[src/rtl/hash_window_scroller_if.sv]
// Digest-in / window-out bundle between the SHA-256 core, the scroller and the segment driver.
// The master drives the digest and controls, and the slave (the scroller) drives the display outputs.
interface hash_window_scroller_if;
   logic [255:0] hash_in;
   logic         hash_valid;
   logic         auto_en;
   logic         step;
   logic [15:0]  digits;
   logic [3:0]   index;
   logic         loaded;
   logic         wrap;

   modport master (
      output hash_in, hash_valid, auto_en, step,
      input  digits, index, loaded, wrap
   );

   modport slave (
      input  hash_in, hash_valid, auto_en, step,
      output digits, index, loaded, wrap
   );
endinterface

[src/rtl/hash_window_scroller.sv]
// Holds a 256-bit digest and shows it as sixteen 16-bit windows, MS window first.
// Windows advance on a prescaled tick (auto mode) or on a debounced button press.
module hash_window_scroller #(
   parameter int PRESCALE = 62500000,
   parameter int DEBOUNCE = 1250000
) (
   input logic                   clk,
   input logic                   rst,
   hash_window_scroller_if.slave bus
);
   localparam int PW = $clog2(PRESCALE);
   localparam int DW = (DEBOUNCE > 1) ? $clog2(DEBOUNCE) : 1;

   typedef enum logic {S_IDLE, S_SHOW} state_t;

   state_t         r_state;
   state_t         w_state_next;
   logic [255:0]   r_hash;
   logic [15:0]    r_digits;
   logic [3:0]     r_index;
   logic           r_wrap;
   logic [PW-1:0]  r_pre;
   logic [1:0]     r_sync;
   logic [DW-1:0]  r_db_cnt;
   logic           r_db_lvl;
   logic           r_db_prev;

   logic           w_press;
   logic           w_tick;
   logic           w_load;
   logic           w_adv;
   logic [3:0]     w_idx_next;
   logic [7:0]     w_base;

   assign w_press    = r_db_lvl & ~r_db_prev;
   assign w_tick     = (r_state == S_SHOW) && bus.auto_en && (r_pre == PW'(PRESCALE - 1));
   assign w_idx_next = r_index - 4'd1;
   assign w_base     = {w_idx_next, 4'b0000};

   always_ff @(posedge clk) begin
      if (rst) r_state <= S_IDLE;
      else     r_state <= w_state_next;
   end

   // Load outranks advance, and a tick coinciding with a press is a single advance.
   always_comb begin
      w_state_next = r_state;
      w_load       = 1'b0;
      w_adv        = 1'b0;
      case (r_state)
         S_IDLE: begin
            if (bus.hash_valid) begin
               w_load       = 1'b1;
               w_state_next = S_SHOW;
            end
         end
         S_SHOW: begin
            if (bus.hash_valid)         w_load = 1'b1;
            else if (w_tick || w_press) w_adv  = 1'b1;
         end
         default: w_state_next = S_IDLE;
      endcase
   end

   always_ff @(posedge clk) begin
      if (rst) begin
         r_hash    <= '0;
         r_digits  <= '0;
         r_index   <= '0;
         r_wrap    <= 1'b0;
         r_pre     <= '0;
         r_sync    <= '0;
         r_db_cnt  <= '0;
         r_db_lvl  <= 1'b0;
         r_db_prev <= 1'b0;
      end else begin
         r_sync    <= {r_sync[0], bus.step};
         r_db_prev <= r_db_lvl;
         // The level flips only after DEBOUNCE straight cycles that disagree with it.
         if (r_sync[1] == r_db_lvl) begin
            r_db_cnt <= '0;
         end else if (r_db_cnt == DW'(DEBOUNCE - 1)) begin
            r_db_lvl <= r_sync[1];
            r_db_cnt <= '0;
         end else begin
            r_db_cnt <= r_db_cnt + 1'b1;
         end

         r_wrap <= 1'b0;
         if (w_load) begin
            r_hash   <= bus.hash_in;
            r_index  <= 4'hF;
            r_digits <= bus.hash_in[255:240];
            r_pre    <= '0;
         end else if (w_adv) begin
            r_index  <= w_idx_next;
            r_digits <= r_hash[w_base +: 16];
            r_pre    <= '0;
            r_wrap   <= (r_index == 4'h0);
         end else if (r_state == S_SHOW && bus.auto_en) begin
            r_pre    <= r_pre + 1'b1;
         end else begin
            r_pre    <= '0;
         end
      end
   end

   assign bus.digits = r_digits;
   assign bus.index  = r_index;
   assign bus.loaded = (r_state == S_SHOW);
   assign bus.wrap   = r_wrap;
endmodule

[src/flat_wrapper.sv]
// flat-port wrapper written by rule: the top's interface ports become plain ports
module hash_window_scroller_flat 
#(
   parameter int PRESCALE = 62500000,
   parameter int DEBOUNCE = 1250000
)
  (clk, rst, bus_hash_in, bus_hash_valid, bus_auto_en, bus_step, bus_digits, bus_index, bus_loaded, bus_wrap);
  hash_window_scroller_if bus_i ();
  input logic clk;
  input logic rst;
  input wire logic [$bits(bus_i.hash_in)-1:0] bus_hash_in;
  input wire logic [$bits(bus_i.hash_valid)-1:0] bus_hash_valid;
  input wire logic [$bits(bus_i.auto_en)-1:0] bus_auto_en;
  input wire logic [$bits(bus_i.step)-1:0] bus_step;
  output wire logic [$bits(bus_i.digits)-1:0] bus_digits;
  output wire logic [$bits(bus_i.index)-1:0] bus_index;
  output wire logic [$bits(bus_i.loaded)-1:0] bus_loaded;
  output wire logic [$bits(bus_i.wrap)-1:0] bus_wrap;
  assign bus_i.hash_in = bus_hash_in;
  assign bus_i.hash_valid = bus_hash_valid;
  assign bus_i.auto_en = bus_auto_en;
  assign bus_i.step = bus_step;
  assign bus_digits = bus_i.digits;
  assign bus_index = bus_i.index;
  assign bus_loaded = bus_i.loaded;
  assign bus_wrap = bus_i.wrap;
  hash_window_scroller #(.PRESCALE(PRESCALE), .DEBOUNCE(DEBOUNCE)) u_core (.clk(clk), .rst(rst), .bus(bus_i));
endmodule
[config.mk]
export PLATFORM = sky130hd
export DESIGN_NAME = hash_window_scroller_flat
export DESIGN_NICKNAME = d
export VERILOG_FILES = /design/src/rtl/hash_window_scroller_if.sv /design/src/rtl/hash_window_scroller.sv /design/src/flat_wrapper.sv
export SDC_FILE = /design/constraint.sdc
export NUM_CORES = 1
export LEC_CHECK = 0
export ABC_AREA = 1
export BUFFER_PORTS_ARGS = -buffer_cell sky130_fd_sc_hd__buf_2
export CORE_MARGIN = 3
export CORE_UTILIZATION = 55
export DETAILED_ROUTE_END_ITERATION = 8
export GPL_TIMING_DRIVEN = 1
export PLACE_DENSITY = 0.89
export RECOVER_POWER = 50
export SLEW_MARGIN = 5
export SYNTH_ARGS = -nofsm -noshare
export SYNTH_HDL_FRONTEND = slang
export SYNTH_SLANG_ARGS = --single-unit
[constraint.sdc]
create_clock -name clk -period 3.1 [get_ports clk]
set_clock_uncertainty 0.1 [all_clocks]
set_input_delay 0.465 -clock clk [delete_from_list [all_inputs] [get_ports clk]]
set_output_delay 0.465 -clock clk [all_outputs]
set_load 0.05 [all_outputs]
**Word-level counts from Yosys, hierarchy flattened**

Cells that the tools add are included.

- $add $sub $neg: 3
- Eq/ne operators: 3
- Shift operators: 1
- Muxes and demuxes: 9
- Bitwise logic cells: 5
- Reductions and logical operators: 9

Operator list:

| kind | count |
|---|---|
| $shiftx 256x9->16 | 1 |
| $mux 16 | 2 |
| $add 26x1->26 const B | 1 |
| $eq 26x26->1 const B | 1 |
| $add 21x1->21 const B | 1 |
| $eq 21x21->1 const B | 1 |
| $mux 4 | 2 |
| $reduce_or 3->1 | 2 |
| $mux 1 | 5 |
| $logic_not 4->1 | 1 |
| $not 1->1 | 4 |
| $reduce_or 4->1 | 1 |
| $sub 4x1->4 const B | 1 |
| $logic_and 1x1->1 | 2 |
| $reduce_and 2->1 | 1 |
| $reduce_bool 2->1 | 1 |
| $and 1x1->1 | 1 |
| $eq 1x1->1 | 1 |
| $logic_or 1x1->1 | 1 |

- Flip-flop bits (word level): 329
- Word-level logic and storage cells: 40

**Logic depth before layout (Yosys ltp)**

- Depth in word-level cells: 8
- Gate-level depth with buffers: 16
- Mapped depth without buffers: 12

**Worst setup path after synthesis**

OpenSTA, ideal clock, no wires.

- Kind: flip-flop to flip-flop
- From: register u_core.r_index[0], in the netlist u_core.bus.index[0]
- To: register u_core.r_digits[3], in the netlist u_core.bus.digits[3]
- Arrival time: 2.444 ns
- Path slack: 0.444 ns
- Stages on the path, launching flop included: 16
- Path buffers: 5
- Period minus slack after synthesis: 2.656 ns
- Cell sequence: dfxtp_1 -> buf_2 -> inv_1 -> buf_2 -> buf_2 -> ha_1 -> inv_1 -> buf_2 -> buf_1 -> nor2_1 -> nand2_1 -> nand3_1 -> nand3_1 -> a21oi_1 -> nor2_1 -> nor2_1

- Longest elaborated chain between the ends: 4

Ends and longest elaborated chain:

| what | RTL line | RTL |
|---|---|---|
| from (decl) | hash_window_scroller.sv:20 | `logic [3:0] r_index;` |
| from (signal assigned) | hash_window_scroller.sv:96 | `r_index <= w_idx_next;` |
| $sub 4x1->4 | hash_window_scroller.sv:37 | `assign w_idx_next = r_index - 4'd1;` |
| $shiftx 256x9->16 | hash_window_scroller.sv:97 | `r_digits <= r_hash[w_base +: 16];` |
| $mux 16 | hash_window_scroller.sv:95 | `end else if (w_adv) begin` |
| $mux 16 | hash_window_scroller.sv:90 | `if (w_load) begin` |
| to (signal assigned) | hash_window_scroller.sv:93 | `r_digits <= bus.hash_in[255:240];` |
| to (signal assigned) | hash_window_scroller.sv:97 |  |
| to (decl) | hash_window_scroller.sv:19 | `logic [15:0] r_digits;` |

No other way between the ends. The select of a mux whose other input is x is not followed.
A chain may end at the register's enable or synchronous reset.

==> flow_summary.yaml <==
clock_tree:
  clockBufferDepth: 3
  cts_resized: 0
  clk-insertion-delay-late_ps: 520
  hold_buffers: 0
  numCtsBuffers: 37
  clk_pin_slew_worst_paths_ps: 60
  clock-sinks: 329
  cts_root_buffer: "clkbuf_16"
  post-cts-setup-buffers: 0
  cts_max_level: 2
  cts_tree: "yes"
setup_path:
  reg2reg_depth: 12
  path_cells: "clkbuf_1 > inv_6 > clkbuf_4 > o21ai_0 > a21oi_1"
  worst_ep_required_time_ps: 3350
  end_kind: "register"
  critical_path_arrival_ps: 2940
  r2r_slack_ps: 580
  slowest_delay_ps: 910
  crit_path_start_kind: "input pin"
  crit_type: "input pin to register"
  rr_startpoint: "u_core.bus.index[0]"
  critPathSlowestCell: "clkbuf_1"
  crit_start: "rst"
  worstReg2RegEnd: "u_core.bus.digits[1]"
  crit_fanout: 122
status:
  status: "completed"
die:
  dieHeight_um: 172
  io_pins: 283
  die_w_um: 172
  die_area_sq_um: 29400
  start_util_pct: 56.9
  core-area_sq_um: 26500
  rows: 59
yosys:
  ys_warn_count: 0
  syn-num-nets: 2501
  synth_area_sq_um: 15100
  synth_seq_area_share_pct: 43.7
  syn_area_per_cell_sq_um: 6.74
  synth_cell_types: 35
  syn_inst: 2237
  ys_seq_elements: 329
global_routing:
  grt_max_degree: 188
  antenna_found_initial: 3
  grt_use_total_pct: 30.9
  grt_pass1_wl_um: 73000
  grt-ovfl-total: 0
  grt_pass1_vias: 14300
placed_design:
  numPortBuffers: 282
  placedInstanceArea_sq_um: 16500
  place_congestion: 0.942
  hpwl_um: 33400
pwr:
  power.leakage_uw: 0.00791
  ir_worst_vdd_v: 0.000469
  power.density_nw_per_um2: 627
final_layout:
  antenna_cells: 0
  layout.nets: 2694
  drive_gt1_share_pct: 16.0
  synthToLayoutAreaGrowth_pct: 18.4
  design_area_sq_um: 17900
sta:
  fin_crit_ps: 2690
  slew_violations: 0
  max_freq_mhz: 371
  grt_setup_unrepaired: "no"
  hold_violations: 0
  worst_slew_pin_slew_ps: 1280
  final-setup-viol-count: 0
  fin_tns_setup_ps: 0
  fin_crit_sh_pct: 86.9
  max-slew-margin-rel_pct: 14.8
drt:
  vias: 15500
  detail-route-antenna-nets: 0
  drc: 0
  wire_per_inst_um: 17.0
  wl_um: 47600
  first_iter_violations: 1641
  viasPerCell: 5.56
  drt_first_pass_iters: 6
min_path:
  hp-start: "bus_step"
  min_path_cells: 3
  whs_endpoint: "u_core.r_sync[0]"
  hold_path_class: "input pin to register"
job:
  drv_cap: 0
Yosys cell counts (all sizes together):
| library cell | count | area, sq um |
|---|---|---|
| nand2 | 401 | 1540 |
| nor2 | 386 | 1460 |
| dfxtp | 329 | 6590 |
| o21ai | 260 | 1300 |
| a21oi | 225 | 1140 |
| inv | 224 | 841 |
| nand3 | 178 | 901 |
| clkbuf | 76 | 297 |
| buf | 72 | 377 |
| nand3b | 19 | 143 |
| xor2 | 17 | 149 |
| nor3 | 14 | 81.3 |
| nand4 | 10 | 62.6 |
| or2 | 9 | 56.3 |
| xnor2 | 7 | 61.3 |
| nor4 | 4 | 25.0 |
| ha | 3 | 37.5 |
| nor3b | 2 | 15.0 |
| and3 | 1 | 6.26 |
power by group:
part	internal (uW)	switching (uW)	total, uW
clock	3170	1770	4950
combinational	537	1130	1660
sequential	4480	101	4580
cells by family (layout without fill, tap and decap cells):
| logic type | count (synthesis) | after routing | share of synthesized area [%] |
|---|---|---|---|
| XOR/XNOR | 24 | 24 | 1.39 |
| AND/OR/NAND/NOR | 1024 | 1024 | 28.5 |
| AO/OA/AOI/OAI | 485 | 485 | 16.2 |
| buffers and inverters | 372 | 592 | 10.0 |
| adder cells (fa/ha/maj) | 3 | 3 | 0.249 |
| flip-flops | 329 | 329 | 43.7 |
state kept, by name (all words and copies together), names as in the netlist:
signal,cells
u_core.r_db_cnt,21
u_core.bus.wrap,1
u_core.r_db_prev,1
u_core.r_sync,2
u_core.bus.index,4
u_core.r_hash,256
u_core.r_pre,26
u_core.bus.digits,16
u_core.bus.loaded,1
u_core.r_db_lvl,1
critical path: cells and delay by family:
family | cells | cell delay, ps
buffers and inverters | 3 | 1940
AOI/OAI and AO/OA | 2 | 430
placed cells by master (no fill, tap or decap), types with 3 or more instances in the layout:
master	instances
buf_2	280
nor2_1	382
clkbuf_4	3
nand3b_1	19
or2_2	8
xnor2_1	6
a21oi_1	223
o21ai_0	260
buf_4	11
nand3_1	176
inv_1	220
clkbuf_16	40
dfxtp_1	328
nand2_2	7
xor2_1	16
clkbuf_1	8
clkbuf_8	10
bufinv_16	7
nor4_1	4
nor2_2	3
nor3_1	13
nand2_1	392
nand4_1	10
layout make-up:
| cell class | count | area [sq um] |
|---|---|---|
| multi-input combinational | 1536 | 7020 |
| tap | 335 | 419 |
| sequential | 329 | 6590 |
| inverter | 224 | 853 |
| timing repair buffer | 302 | 1570 |
| clock inverter | 12 | 254 |
| fill | 2213 | 8640 |
| clock buffer | 54 | 1150 |
worst max path at each step:
| stage | to | cells past startpoint | slack (ps) |
|---|---|---|---|
| detailed placement | u_core.bus.digits[1] | 12 | 640 |
| global route | u_core.r_hash[128] | 5 | 270 |
| global placement | u_core.bus.digits[1] | 12 | 690 |
| finish | u_core.r_hash[128] | 5 | 410 |
| floorplan | u_core.bus.digits[3] | 15 | 440 |
| CTS | u_core.bus.digits[1] | 12 | 610 |
per-layer routing:
metal	GRT usage [%]	up-vias	part of all wire, %
met5	0	-	0.084
met1	42.9	7144	42
met4	10.3	6	3.0
li1	-	7512	-
met2	48.8	763	45
met3	6.00	102	9.6
through the flow:
stage / hold slack, ps / setup slack (ps) / utilization (%) / instances / power, uW
final: 67.3 / 406 / 67.4 / 2792 / 11200
after global routing: 70.0 / 269 / 67.4 / 2792 / 11600
after CTS: 52.7 / 614 / 67.6 / 2792 / 11200
after detailed placement: 295 / 644 / 62.3 / 2726 / 6290
after global placement: 293 / 694 / 62.3 / 2726 / 6260
after floorplan: 288 / 444 / - / 2237 / 5720
(Power assumes the default switching activity.)
